File: src/rtl/gshare_predictor_pkg.sv
// Shared types and helpers for the gshare predictor: counter reset value,
// saturating counter step and the BTB entry layout.
// Pure definitions; no logic, no latency, no backpressure.
package gshare_predictor_pkg;

  // Widest counter and widest tag the predictor can be configured for.
  localparam int CNT_MAX_W     = 4;
  localparam int BTB_TAG_MAX_W = 30;

  typedef logic [CNT_MAX_W-1:0]     cnt_t;
  typedef logic [BTB_TAG_MAX_W-1:0] btb_tag_t;

  // Tags are stored zero-extended to the widest possible tag.
  typedef struct packed {
    logic        valid;
    btb_tag_t    tag;
    logic [31:0] target;
  } btb_entry_t;

  // Weakly not-taken: one below the taken threshold.
  function automatic cnt_t cnt_reset_val(input int unsigned w);
    return cnt_t'((1 << (w - 1)) - 1);
  endfunction

  // Saturating up/down step for a w-bit counter held in a cnt_t.
  function automatic cnt_t cnt_sat_update(input cnt_t cnt, input logic taken,
                                          input int unsigned w);
    cnt_t max_v;
    max_v = cnt_t'((1 << w) - 1);
    if (taken) begin
      return (cnt == max_v) ? cnt : cnt + cnt_t'(1);
    end
    return (cnt == '0) ? cnt : cnt - cnt_t'(1);
  endfunction

endpackage

File: src/rtl/predictor_btb.sv
// Direct-mapped tagged branch target buffer with combinational lookup.
// Lookup latency 0 cycles; writes visible the cycle after the write edge.
// No backpressure: writes are dropped while rdy_i is low, reset clears valids.
module predictor_btb
  import gshare_predictor_pkg::*;
#(
  parameter int BTB_WIDTH = 4
) (
  input  logic        clk_i,
  input  logic        rst_i,
  input  logic        rdy_i,
  input  logic [31:0] lookup_pc_i,
  output logic        lookup_hit_o,
  output logic [31:0] lookup_target_o,
  input  logic        wr_en_i,
  input  logic [31:0] wr_pc_i,
  input  logic [31:0] wr_target_i
);

  localparam int SETS = 1 << BTB_WIDTH;

  btb_entry_t           mem_q [SETS];
  btb_entry_t           rd_entry;
  btb_entry_t           wr_d;
  logic [BTB_WIDTH-1:0] rd_set;
  logic [BTB_WIDTH-1:0] wr_set;

  // PC bit 0 never selects a set or forms part of a tag.
  logic unused_pc_bits;
  assign unused_pc_bits = ^{lookup_pc_i[0], wr_pc_i[0]};

  assign rd_set   = lookup_pc_i[BTB_WIDTH:1];
  assign wr_set   = wr_pc_i[BTB_WIDTH:1];
  assign rd_entry = mem_q[rd_set];

  assign lookup_hit_o    = rd_entry.valid &&
                           (rd_entry.tag == btb_tag_t'(lookup_pc_i[31:BTB_WIDTH+1]));
  assign lookup_target_o = lookup_hit_o ? rd_entry.target : 32'd0;

  // Build the entry that a taken branch installs, replacing whatever was there.
  always_comb begin
    wr_d        = '0;
    wr_d.valid  = 1'b1;
    wr_d.tag    = btb_tag_t'(wr_pc_i[31:BTB_WIDTH+1]);
    wr_d.target = wr_target_i;
  end

  // Entry storage: reset invalidates everything, writes only when ready.
  always_ff @(posedge clk_i) begin
    if (rst_i) begin
      for (int i = 0; i < SETS; i++) begin
        mem_q[i] <= '0;
      end
    end else if (rdy_i && wr_en_i) begin
      mem_q[wr_set] <= wr_d;
    end
  end

endmodule

File: src/rtl/gshare_predictor.sv
// Gshare direction predictor (PHT of saturating counters, commit-time history) plus BTB.
// Prediction latency 0 cycles (combinational); training visible the cycle after update.
// No backpressure: rdy low freezes all state and drops any update presented.
module gshare_predictor
  import gshare_predictor_pkg::*;
#(
  parameter int PHT_WIDTH  = 6,
  parameter int HIST_WIDTH = 6,
  parameter int CNT_WIDTH  = 2,
  parameter int BTB_WIDTH  = 4
) (
  input  logic                 clk,
  input  logic                 rst,
  input  logic                 rdy,
  input  logic [31:0]          query_pc,
  output logic                 predict_taken,
  output logic                 predict_hit,
  output logic [31:0]          predict_target,
  output logic [PHT_WIDTH-1:0] predict_index,
  input  logic                 update,
  input  logic [31:0]          update_pc,
  input  logic [PHT_WIDTH-1:0] update_index,
  input  logic                 update_result,
  input  logic [31:0]          update_target
);

  localparam int                   PHT_ENTRIES = 1 << PHT_WIDTH;
  localparam logic [CNT_WIDTH-1:0] CNT_RST     = CNT_WIDTH'(cnt_reset_val(CNT_WIDTH));

  logic [CNT_WIDTH-1:0]  pht_q [PHT_ENTRIES];
  logic [CNT_WIDTH-1:0]  cnt_d;
  logic [HIST_WIDTH-1:0] ghr_q;
  logic [HIST_WIDTH-1:0] ghr_d;
  logic                  train;

  assign train = update && rdy;

  // History is zero-extended up to the index width before the XOR.
  assign predict_index = query_pc[PHT_WIDTH:1] ^ PHT_WIDTH'(ghr_q);
  assign predict_taken = pht_q[predict_index][CNT_WIDTH-1];

  // The index comes back from fetch, so training never recomputes it from the PC.
  assign cnt_d = CNT_WIDTH'(cnt_sat_update(cnt_t'(pht_q[update_index]), update_result,
                                           CNT_WIDTH));

  if (HIST_WIDTH == 1) begin : g_hist1
    assign ghr_d = update_result;
  end else begin : g_histn
    assign ghr_d = {ghr_q[HIST_WIDTH-2:0], update_result};
  end

  // Counter table and committed history; reset takes priority over training.
  always_ff @(posedge clk) begin
    if (rst) begin
      for (int i = 0; i < PHT_ENTRIES; i++) begin
        pht_q[i] <= CNT_RST;
      end
      ghr_q <= '0;
    end else if (train) begin
      pht_q[update_index] <= cnt_d;
      ghr_q               <= ghr_d;
    end
  end

  // Only taken branches install a target.
  predictor_btb #(
    .BTB_WIDTH (BTB_WIDTH)
  ) u_btb (
    .clk_i           (clk),
    .rst_i           (rst),
    .rdy_i           (rdy),
    .lookup_pc_i     (query_pc),
    .lookup_hit_o    (predict_hit),
    .lookup_target_o (predict_target),
    .wr_en_i         (update && update_result),
    .wr_pc_i         (update_pc),
    .wr_target_i     (update_target)
  );

endmodule

File: config.mk
export PLATFORM = sky130hd
export DESIGN_NAME = gshare_predictor
export DESIGN_NICKNAME = d
export VERILOG_FILES = /design/src/rtl/gshare_predictor_pkg.sv /design/src/rtl/predictor_btb.sv /design/src/rtl/gshare_predictor.sv
export SDC_FILE = /design/constraint.sdc
export NUM_CORES = 1
export LEC_CHECK = 0
export CAP_MARGIN = 20
export CORE_MARGIN = 10
export CORE_UTILIZATION = 37
export CTS_BUF_LIST = sky130_fd_sc_hd__clkbuf_2 sky130_fd_sc_hd__clkbuf_4 sky130_fd_sc_hd__clkbuf_8
export DETAILED_ROUTE_END_ITERATION = 12
export GPL_TIMING_DRIVEN = 1
export PLACE_DENSITY = 0.58
export SLEW_MARGIN = 10
export SYNTH_ARGS = -nofsm -noshare
export SYNTH_HDL_FRONTEND = slang
export SYNTH_SLANG_ARGS = --single-unit
File: constraint.sdc
create_clock -name clk -period 7.4 [get_ports clk]
set_clock_uncertainty 0.05 [all_clocks]
set_input_delay 0.74 -clock clk [delete_from_list [all_inputs] [get_ports clk]]
set_output_delay 0.74 -clock clk [all_outputs]
set_load 0.01 [all_outputs]
Word level (Yosys, flattened, before mapping) --
Memories as Yosys holds them, arrays and structs flattened. Index checks and enable logic that the tools add are counted.
Word-level totals: logic and storage cells 35, input port bits 107, memories 2, output and inout port bits 40, memory bits (writable) 1088, flip-flop bits (word level) 6
Memory list:
- u_btb.mem_q | depth 16, bits a word 60, rd ports 1, clocked after memory_dff 0, wr ports 16, RTL line predictor_btb.sv:22 | btb_entry_t mem_q [SETS];
- pht_q | depth 64, bits a word 2, rd ports 2, clocked after memory_dff 0, wr ports 64, RTL line gshare_predictor.sv:30 | logic [CNT_WIDTH-1:0] pht_q [PHT_ENTRIES];
Operators by class: bitwise operators 1, add/sub/neg operators 2, reductions and logical operators 7, eq/ne operators 2, mux-type cells 20
Operators with widths (number):
- 2-to-1 mux 60 bit | 1
- OR reduction 60 bit | 1
- 2-to-1 mux 32 bit | 1
- equality test 30 x 27 -> 1 bit | 1
- 2-to-1 mux 1 bit | 11
- 2-to-1 mux 2 bit | 5
- 2-to-1 mux 6 bit | 1
- XOR 6 bit | 1
- logical AND 1 bit | 4
- 2-to-1 mux 4 bit | 1
- adder 2 x 1 -> 2 bit, second input constant | 1
- equality test 2 bit, second input constant | 1
- zero test 2 bit | 1
- OR reduction 2 bit | 1
- subtractor 2 x 1 -> 2 bit, second input constant | 1

Depth between registers and ports, before layout --
depth after elaboration 7, depth in mapped cells 13

By module --
A second synthesis with hierarchy kept.
Unflattened totals: cells, all modules 3380, area, all modules 51849.7 um^2
By module, submodules not included:
- predictor_btb | sequential area each 28667.5 um^2, times used 1, cells an instance 2747, area an instance 44049.7 um^2
- gshare_predictor | sequential area each 3963.8 um^2, times used 1, cells an instance 633, area an instance 7800.0 um^2

Worst setup path before layout --
No wires, ideal clock.
kind input to register, start input rdy, end memory u_btb.mem_q[1][0] (netlist bit) (enable), setup slack 0.721 ns, arrival 6.072 ns, buffers on the path 2, cell stages on the path 7, cells stage by stage clkbuf_1 nand2_1 nor2_1 nand2_1 or3_1 clkbuf_1 o21ai_0
RTL lines:
- start, declared | RTL line gshare_predictor.sv:14 | input logic rdy,
- end, declared | RTL line predictor_btb.sv:22

Final worst setup path --
start input query_pc[2], end output predict_target[21]
Between the ends: cells in the longest elaborated chain, start to end 4
RTL lines:
- start, declared | RTL line gshare_predictor.sv:15 | input logic [31:0] query_pc,
- memory read (16 x 60 bit) *
- equality test 30 x 27 -> 1 bit | RTL line predictor_btb.sv:37 | (rd_entry.tag == btb_tag_t'(lookup_pc_i[31:BTB_WIDTH+1]));
- logical AND 1 bit | RTL line predictor_btb.sv:36 | assign lookup_hit_o = rd_entry.valid &&
- 2-to-1 mux 32 bit * | RTL line predictor_btb.sv:38 | assign lookup_target_o = lookup_hit_o ? rd_entry.target : 32'd0;
- end, declared | RTL line gshare_predictor.sv:18 | output logic [31:0] predict_target,
Mark *: on every way between the ends. The rest lies on a longest branch, timed or not.

==> results.cfg <==
[power]
power_density_nw_per_um2 = 235
p_leak_nw = 19.9
p_total_mw = 13.7
vdd_drop_max_uv = 142

[drt]
routed_via_density = 5.42
wl_per_cell_um = 27.4
drc_errors = 0
drtPass1Iterations = 8
drtIter0Drc = 2774
wirelength_um = 149000
drtAntennaViolNets = 0
via_count = 29500

[synthesis]
syn_inst = 3403
synth_ff_type = edfxtp_1
ys_ff_latch = 1094
synth_edf_count = 1072
avgSynthCellArea_um2 = 15.0
synth_most_common_cell = edfxtp_1
netlist.area_leader.share = 0.630
synth.area.top_cells = edfxtp_1 (63%), and2_1 (12%), mux4_2 (11%)
ys_seq_area_frac = 0.638
synthesis.nets = 3510
syn_area_um2 = 51100
yosys.cell_types.count = 66
yosys.area.top_type = edfxtp_1
synth.cells.most_frequent = edfxtp_1 (1,072), and2_1 (949), mux4_2 (258), clkbuf_1 (215), mux2i_1 (127)
ys_warn_count = 0
synthArstFlopShare = 0

[floorplanning]
die_area_um2 = 153000
start_util = 0.372
die_width_um = 392
rows = 136
dieHeight_um = 392
io_pins = 147
core_um2 = 137000

[clocking]
cts_resized = 0
postCtsSetupRepairBufs = 0
cts_made_buffers = 185
clk_latency_ps = 870
clockRootBuffer = clkbuf_8
htree_num_levels = 4
cts.clk_slew.worst_paths_ps = 60
clock_sinks = 1094
cts_hold_buffers = 0
tritoncts = built
cts_buffer_depth = 3

[layout]
regArea_um2 = 32600
fin_nets = 3614
area_growth_pct = 13.5
drive_above_1_share = 0.194
final_core_util = 0.422
multiInputGateArea_um2 = 17300
nFillCells = 12300

[timing]
setup_tns_ps = 0
rsz0062_at_grt = no
relSlewSlack = 0.235
timing.fmax_mhz = 165
fin_crit_sh = 0.818
finalSetupViolations = 0
worst_slew_pin_slew_ps = 1140
post-route-min-period_ps = 6060
hold_viol = 0
drv_slew = 0

[placement]
dp_hpwl_um = 83900
port_buffers = 144
gp_congestion = 0.800

[hold_path]
min_delay_worst_endpoint = u_btb.mem_q[14][59]
min_path_type = flop to flop
min_path_cells = 1
hold_start = u_btb.mem_q[14][59]

[job]
cap_violations = 0

[setup_path]
path_class = input pin to output pin
rr_startpoint = pht_q[57][1]
rr_endpoint = pht_q[37][1]
cp.arrival_ps = 5270
worstSetupStartpointType = input pin
required_ps = 6610
end_kind = output pin
crit_start = query_pc[2]
critPathMaxFanout = 64
rrSetupSlack_ps = 3680
rr_worst_depth = 9

[grt]
grt_max_degree = 91
antenna_found_initial = 25
grt-ovfl-total = 0
grt_pass1_wl_um = 218000
grt_pass1_vias = 31100
track_usage = 0.194

[run_status]
status = complete, no violations
-- stage by stage --
stage / worst slack [ps] / hold slack (ps) / cells / instance area, um2
after global placement: 1350 / 381 / 5111 / 54400
after floorplan: 721 / 372 / 3403 / 51100
after CTS: 1250 / 401 / 5439 / 58000
after detailed placement: 1260 / 387 / 5113 / 54400
final: 1340 / 399 / 5446 / 58000
after global routing: 1150 / 415 / 5443 / 58000
-- state kept, by name, summed over array words and instances (netlist names) --
register / cells
u_btb.mem_q: 960
pht_q: 128
ghr_q: 6
-- layout make-up --
class / instances / area share
sequential: 1094 / 0.563
multi-input combinational: 1983 / 0.298
clock buffer: 262 / 0.0540
tap: 1794 / 0.0387
timing repair buffer: 230 / 0.0383
clock inverter: 64 / 0.00746
inverter: 13 / 0.000885
antenna: 6 / 0.000259
-- per-layer routing --
| metal | routed length [um] | vias to the layer above | GRT usage |
|---|---|---|---|
| li1 | - | 12900 | - |
| met1 | 62000 | 15300 | 0.256 |
| met2 | 73600 | 1081 | 0.323 |
| met3 | 10500 | 244 | 0.0404 |
| met4 | 3110 | 18 | 0.0533 |
| met5 | 107 | - | 0 |
-- cells by family after synthesis --
logic type / share of synthesized area
simple gates: 0.150
compound gates: 0.0305
flops: 0.638
buf+inv: 0.0294
xor+xnor: 0.00822
mux: 0.143
fa+ha+maj: 0.000416
-- power breakdown --
part | switching [mW] | internal (mW) | total, mW
combinational | 0.714 | 0.445 | 1.16
sequential | 0.0783 | 7.09 | 7.16
clock | 2.48 | 2.85 | 5.33
total | 3.27 | 10.4 | 13.7
-- worst max path at each step --
stage,endpoint,slack [ps],cells after the start
final,predict_target[21],1340,10
after global routing,predict_target[16],1150,10
after CTS,predict_target[21],1250,10
after detailed placement,predict_target[21],1260,10
after global placement,predict_target[13],1350,10
after floorplan,u_btb.mem_q[1][0],720,7
-- critical path: stages --
cell	delay, ps
buf_6	640
mux4_2	610
mux2i_1	520
o21ai_0	340
nor4_1	420
a31oi_1	270
a2111oi_4	370
buf_4	480
and3_1	250
clkdlybuf4s50_1	550
-- layout by cell type (no fill, tap or decap), types with 8 or more instances in the layout --
cell and count:
nor2_1 44, nor3_1 51, o21ai_0 61, nor2_4 12, mux2i_1 127, inv_1 10, clkinv_2 8, and2_1 949
a21o_1 16, mux4_2 258, nor2b_1 10, nand2_1 89, xnor2_1 23, buf_12 9, a22o_1 15, buf_4 76
a221oi_1 18, clkbuf_4 76, xor2_1 23, and3_1 33, o22ai_1 13, nand3_1 57, mux2_2 19, a22oi_1 25
clkinv_1 41, nand4_1 16, clkbuf_8 186, dfxtp_1 22, clkdlybuf4s50_1 139, o21ai_4 12, edfxtp_1 1072, a21oi_1 20
Note: power is estimated with default switching activity, not from simulation.
